<file path="config.mk">
export PLATFORM = sky130hd
export DESIGN_NAME = spike_rate_decoder
export DESIGN_NICKNAME = d
export VERILOG_FILES = /design/src/rtl/spike_decode_pkg.sv /design/src/rtl/spike_sat_counter.sv /design/src/rtl/spike_rate_decoder.sv
export SDC_FILE = /design/constraint.sdc
export NUM_CORES = 1
export LEC_CHECK = 0
export BUFFER_PORTS_ARGS = -buffer_cell sky130_fd_sc_hd__buf_2
export CORE_MARGIN = 2
export CORE_UTILIZATION = 25
export CTS_CLUSTER_DIAMETER = 120
export CTS_CLUSTER_SIZE = 25
export DETAILED_ROUTE_END_ITERATION = 6
export PLACE_DENSITY = 0.49
export SLEW_MARGIN = 20
export SYNTH_ARGS = -nofsm -noshare
export SYNTH_HDL_FRONTEND = slang
export SYNTH_SLANG_ARGS = --single-unit
</file>
<file path="constraint.sdc">
create_clock -name clk -period 7.2 [get_ports clk]
set_input_delay 0 -clock clk [delete_from_list [all_inputs] [get_ports clk]]
set_output_delay 0 -clock clk [all_outputs]
set_load 0.02 [all_outputs]
</file>
<file path="src/rtl/spike_decode_pkg.sv">
// Shared types and constants for the spike rate decoder.
package spike_decode_pkg;

  typedef enum logic [1:0] {
    ST_IDLE  = 2'd0,
    ST_COUNT = 2'd1,
    ST_HOLD  = 2'd2
  } state_e;

  localparam int DEF_NUM_CH = 4;
  localparam int DEF_CNT_W  = 8;
  localparam int DEF_WIN_W  = 8;

  // Largest value representable in w bits; the point where counters stop.
  function automatic longint unsigned sat_max(input int unsigned w);
    return (64'd1 << w) - 64'd1;
  endfunction

endpackage

</file>
<file path="src/rtl/spike_sat_counter.sv">
// Per-channel saturating spike counter with a sticky lost-spike flag.
// count/sat present the value the counter takes at the coming edge, so the
// top can latch a window result that already includes the final spike.
module spike_sat_counter
  import spike_decode_pkg::*;
#(
  parameter int CNT_W = DEF_CNT_W
) (
  input  logic             clk,
  input  logic             reset,
  input  logic             clear,
  input  logic             inc,
  output logic [CNT_W-1:0] count,
  output logic             sat
);

  localparam logic [CNT_W-1:0] MAX_CNT = CNT_W'(sat_max(CNT_W));

  logic [CNT_W-1:0] count_q, count_d;
  logic             sat_q, sat_d;

  // Next value: clear wins; an increment at full scale is dropped and flagged.
  always_comb begin
    count_d = count_q;
    sat_d   = sat_q;
    if (clear) begin
      count_d = '0;
      sat_d   = 1'b0;
    end else if (inc) begin
      if (count_q == MAX_CNT) sat_d = 1'b1;
      else count_d = count_q + CNT_W'(1);
    end
  end

  // Working count and flag registers.
  always_ff @(posedge clk or posedge reset) begin
    if (reset) begin
      count_q <= '0;
      sat_q   <= 1'b0;
    end else begin
      count_q <= count_d;
      sat_q   <= sat_d;
    end
  end

  assign count = count_d;
  assign sat   = sat_d;

endmodule

</file>
<file path="src/rtl/spike_rate_decoder.sv">
// Counts spikes per channel over a programmable window and presents the
// latched counts, overflow flags and winner index on a valid/ready port.
//
//   state    | meaning
//   ST_IDLE  | waiting for start
//   ST_COUNT | sampling spikes, window counter running down
//   ST_HOLD  | result latched, out_valid high until accepted
module spike_rate_decoder
  import spike_decode_pkg::*;
#(
  parameter int NUM_CH = DEF_NUM_CH,
  parameter int CNT_W  = DEF_CNT_W,
  parameter int WIN_W  = DEF_WIN_W
) (
  input  logic                                        clk,
  input  logic                                        reset,
  input  logic [NUM_CH-1:0]                           spike_in,
  input  logic [WIN_W-1:0]                            window_len,
  input  logic                                        start,
  output logic                                        busy,
  output logic                                        out_valid,
  input  logic                                        out_ready,
  output logic [NUM_CH*CNT_W-1:0]                     count_out,
  output logic [$clog2(NUM_CH > 1 ? NUM_CH : 2)-1:0]  winner,
  output logic [NUM_CH-1:0]                           overflow
);

  localparam int WIDX_W = $clog2(NUM_CH > 1 ? NUM_CH : 2);

  state_e                    state_q, state_d;
  logic [WIN_W-1:0]          win_q, win_d;
  logic                      busy_q, busy_d;
  logic                      valid_q, valid_d;
  logic [NUM_CH*CNT_W-1:0]   count_q;
  logic [NUM_CH-1:0]         ovf_q;
  logic [WIDX_W-1:0]         winner_q, winner_d;

  logic                      clear_w;
  logic                      cnt_en;
  logic                      latch;
  logic [CNT_W-1:0]          nxt_cnt [NUM_CH];
  logic [NUM_CH*CNT_W-1:0]   nxt_flat;
  logic [NUM_CH-1:0]         nxt_sat;
  logic [CNT_W-1:0]          best;

  for (genvar k = 0; k < NUM_CH; k++) begin : g_ch
    spike_sat_counter #(.CNT_W(CNT_W)) u_cnt (
      .clk   (clk),
      .reset (reset),
      .clear (clear_w),
      .inc   (cnt_en & spike_in[k]),
      .count (nxt_cnt[k]),
      .sat   (nxt_sat[k])
    );
    assign nxt_flat[k*CNT_W +: CNT_W] = nxt_cnt[k];
  end

  // Sequencing: window load, countdown, result hand-off.
  always_comb begin
    state_d = state_q;
    win_d   = win_q;
    busy_d  = busy_q;
    valid_d = valid_q;
    clear_w = 1'b0;
    cnt_en  = 1'b0;
    latch   = 1'b0;
    unique case (state_q)
      ST_IDLE: begin
        if (start) begin
          state_d = ST_COUNT;
          win_d   = (window_len == '0) ? WIN_W'(1) : window_len;
          clear_w = 1'b1;
          busy_d  = 1'b1;
        end
      end
      ST_COUNT: begin
        cnt_en = 1'b1;
        win_d  = win_q - WIN_W'(1);
        if (win_q == WIN_W'(1)) begin
          latch   = 1'b1;
          state_d = ST_HOLD;
          busy_d  = 1'b0;
          valid_d = 1'b1;
        end
      end
      ST_HOLD: begin
        if (out_ready) begin
          valid_d = 1'b0;
          if (start) begin
            state_d = ST_COUNT;
            win_d   = (window_len == '0) ? WIN_W'(1) : window_len;
            clear_w = 1'b1;
            busy_d  = 1'b1;
          end else begin
            state_d = ST_IDLE;
          end
        end
      end
      default: begin
        state_d = ST_IDLE;
        busy_d  = 1'b0;
        valid_d = 1'b0;
      end
    endcase
  end

  // Winner: strict greater-than scan so ties keep the lowest index.
  always_comb begin
    winner_d = '0;
    best     = nxt_cnt[0];
    for (int k = 1; k < NUM_CH; k++) begin
      if (nxt_cnt[k] > best) begin
        best     = nxt_cnt[k];
        winner_d = WIDX_W'(k);
      end
    end
  end

  // Control state plus output registers loaded on the last sampling edge.
  always_ff @(posedge clk or posedge reset) begin
    if (reset) begin
      state_q  <= ST_IDLE;
      win_q    <= '0;
      busy_q   <= 1'b0;
      valid_q  <= 1'b0;
      count_q  <= '0;
      ovf_q    <= '0;
      winner_q <= '0;
    end else begin
      state_q <= state_d;
      win_q   <= win_d;
      busy_q  <= busy_d;
      valid_q <= valid_d;
      if (latch) begin
        count_q  <= nxt_flat;
        ovf_q    <= nxt_sat;
        winner_q <= winner_d;
      end
    end
  end

  assign busy      = busy_q;
  assign out_valid = valid_q;
  assign count_out = count_q;
  assign winner    = winner_q;
  assign overflow  = ovf_q;

endmodule
</file>
==> results.cfg <==
[timing]
fin_worst_skew_ps = 7.165
worstMarginPinSlew_ps = 1001
max_freq_mhz = 151.9
setup_violations = 0
min_period_over_period = 0.9142
final_hold_viol_count = 0
tns_ps = 0
relSlewSlack = 0.3300
rsz0062_at_grt = false
min_period_ps = 6582
slew_violations = 0

[critical_path]
worstPathRequired_ps = 7440
crit_fanout = 23
critPathKind = register to register
worst_r2r_path_depth = 28
cp_top_family = simple AND/OR/NAND/NOR gates
cp.arrival_ps = 6820
cp_num_buf_inv = 2
slowest_delay_ps = 570
start_kind = register
worst_setup_path_end_kind = register
slowest_stage = nor3_1
cp_num_cells = 28

[synth]
yosysSeqAreaShare = 0.4477
synth_cell_types = 64
synth_area_leaders = dfrtp_1 45%, nand2_1 7.9%, ha_1 7.3%
syn_area_mm2 = 0.004807
synth_top_area_frac = 0.4477
synth_nets = 571
synth_flop_cell = dfrtp_1
synth_edf_count = 0
synth-seq-cells = 86
ys_async_sr_fraction = 1.000
synth_cells = 527
ys_warn_count = 0
avgSynthCellArea_um2 = 9.122
yosys.area.top_type = dfrtp_1

[floorplan]
placementRows = 50
coreArea_mm2 = 0.01877
start_util = 0.2561
io-pin-count = 56
die-area_mm2 = 0.02035
die_y_um = 142.7
die_x_um = 142.7

[layout]
final_common_cell = nand2_1
nFillCells = 1973
nets = 639
synthToLayoutAreaGrowth_pct = 20.17
drive_gt1_frac = 0.1619
antenna_cells = 0
final_area_mm2 = 0.005777
utilization = 0.3078
layout_common_cells = 100 x nand2_1, 86 x dfrtp_1, 55 x buf_2, 45 x nor2_1

[clock_tree]
clk_path_buf_depth = 2
clkTransAtPathRegs_ps = 60
insertion_delay_ps = 350
clock_tree.htree_level_count = 3
postCtsSetupBuffers = 0
cts_tree = done
cts.root.buffer_cell = clkbuf_16
cts_inserted_buffers = 9
numClockSinks = 86

[drt]
drtPass1Iterations = 4
drt-total-wl_um = 13140
vias_per_cell = 4.852
routedWlPerCell_um = 15.78
drtAntennaViolNets = 0
drt_iter0_drc = 386
drc = 0
vias = 4042

[global_route]
grt_pass1_vias = 3956
grt_util_met3 = 0.02414
busiest_layer = met2
grt_usage = 0.1354
grt_pass1_wl_um = 21330
antenna_found_initial = 0
grtUsageMet2 = 0.2032
overflow = 0
gr-usage-met1 = 0.1922
grt_max_degree = 86

[placement]
portBuffers = 55
place.gp.congestion = 0.8852
placed_cell_area_mm2 = 0.005373
dp_hpwl_um = 9598

[power]
ir_drop_uv = 151.1
power_density_mw_per_mm2 = 412.0
p_leak_nw = 2.660

[flow_run]
max-cap-violations = 0

[outcome]
status = complete, no violations

[min_path]
worst_hold_path_type = input port to register
holdPathStages = 3
==> flip-flops by register name, summed over array words and instances (netlist names) <==
register / count
state_q: 2
count_out: 32
out_valid: 1
g_ch.u_cnt.sat_q: 4
win_q: 8
busy: 1
overflow: 4
g_ch.u_cnt.count_q: 32
winner: 2
==> kinds of logic after synthesis <==
group | after synthesis | synth area share
AOI/OAI and AO/OA | 94 | 0.1322
xor gates and xnor gates | 18 | 0.03280
adders and majority gates | 29 | 0.07496
buffers and inverters | 49 | 0.04034
DFF | 86 | 0.4477
muxes | 21 | 0.04867
and+or+nand+nor | 230 | 0.2233
==> routing by layer <==
layer | part of all wire | wire length (um)
met1 | 0.51 | 6719
met2 | 0.44 | 5718
met3 | 0.034 | 453
met4 | 0.019 | 253
met5 | 0 | 0
==> final timing paths <==
path / from / end / slack, ps
max: state_q[1] / winner[0] / 620
min: spike_in[3] / g_ch[3].u_cnt.sat_q / 20
max reg2reg: state_q[1] / winner[0] / 620
min reg2reg: count_out[29] / count_out[29] / 470
max in group asynchronous: reset / g_ch[1].u_cnt.count_q[4] / 6230
min in group asynchronous: reset / out_valid / 30
==> worst min-delay path, stage by stage <==
cell and delay, ps:
buf_2 110, a31oi_1 120, nor2_1 90
==> metrics by stage <==
stage | setup slack [ps] | hold slack, ps | total power, mW | std cells
global placement | 839.0 | -152.9 | 1.878 | 807
finish | 618.0 | 17.77 | 2.380 | 833
global route | 112.3 | 36.77 | 2.570 | 833
CTS | 640.5 | 9.708 | 2.395 | 833
floorplan | 1470 | 118.7 | 1.568 | 527
detailed placement | 686.5 | -153.3 | 1.912 | 807
==> power breakdown <==
part / internal (mW) / total, mW / switching, mW / leakage (nW)
clock: 0.275 / 0.469 / 0.193 / 0.141
sequential: 0.619 / 0.743 / 0.124 / 0.969
combinational: 0.482 / 1.17 / 0.686 / 1.55
==> final cells by class <==
cell class                 instances  area (um^2)  area share
multi-input combinational        392         2464      0.4265
inverter                          30        113.9     0.01971
sequential                        86         2152      0.3725
tap                              234        292.8     0.05068
clock inverter                     4        47.55    0.008230
timing repair buffer              76        464.2     0.08036
clock buffer                      11        242.7     0.04202
==> synthesized netlist by cell type, types with 2 or more instances <==
cell      instances
nand2_1         101
dfrtp_1          86
nor2_1           45
inv_1            29
ha_1             28
nand3_1          18
o21ai_1          16
a21oi_1          15
clkbuf_1         14
mux2i_1          14
nand4_1          13
nor3_1           13
o21ai_0          13
xor2_1           11
a31oi_1           8
xnor2_1           7
and3_1            6
nor2b_1           6
o21a_1            6
and4_1            4
nand3b_1          4
nor4_1            4
o22ai_1           4
o31ai_1           4
or2_1             4
mux2_2            3
nand2b_1          3
o221a_2           3
a211oi_1          2
a21o_1            2
a22o_1            2
and3b_1           2
buf_1             2
buf_2             2
mux2_1            2
o211ai_1          2
or3_1             2
==> what timing repair did <==
item | in CTS | in global routing
hold buffers | 11 | 0
setup endpoints to repair | 0 | 0
gates resized for setup | 0 | 0
endpoints found under the hold margin | 12 | 0
No activity file was read; power rests on OpenSTA's default activity.
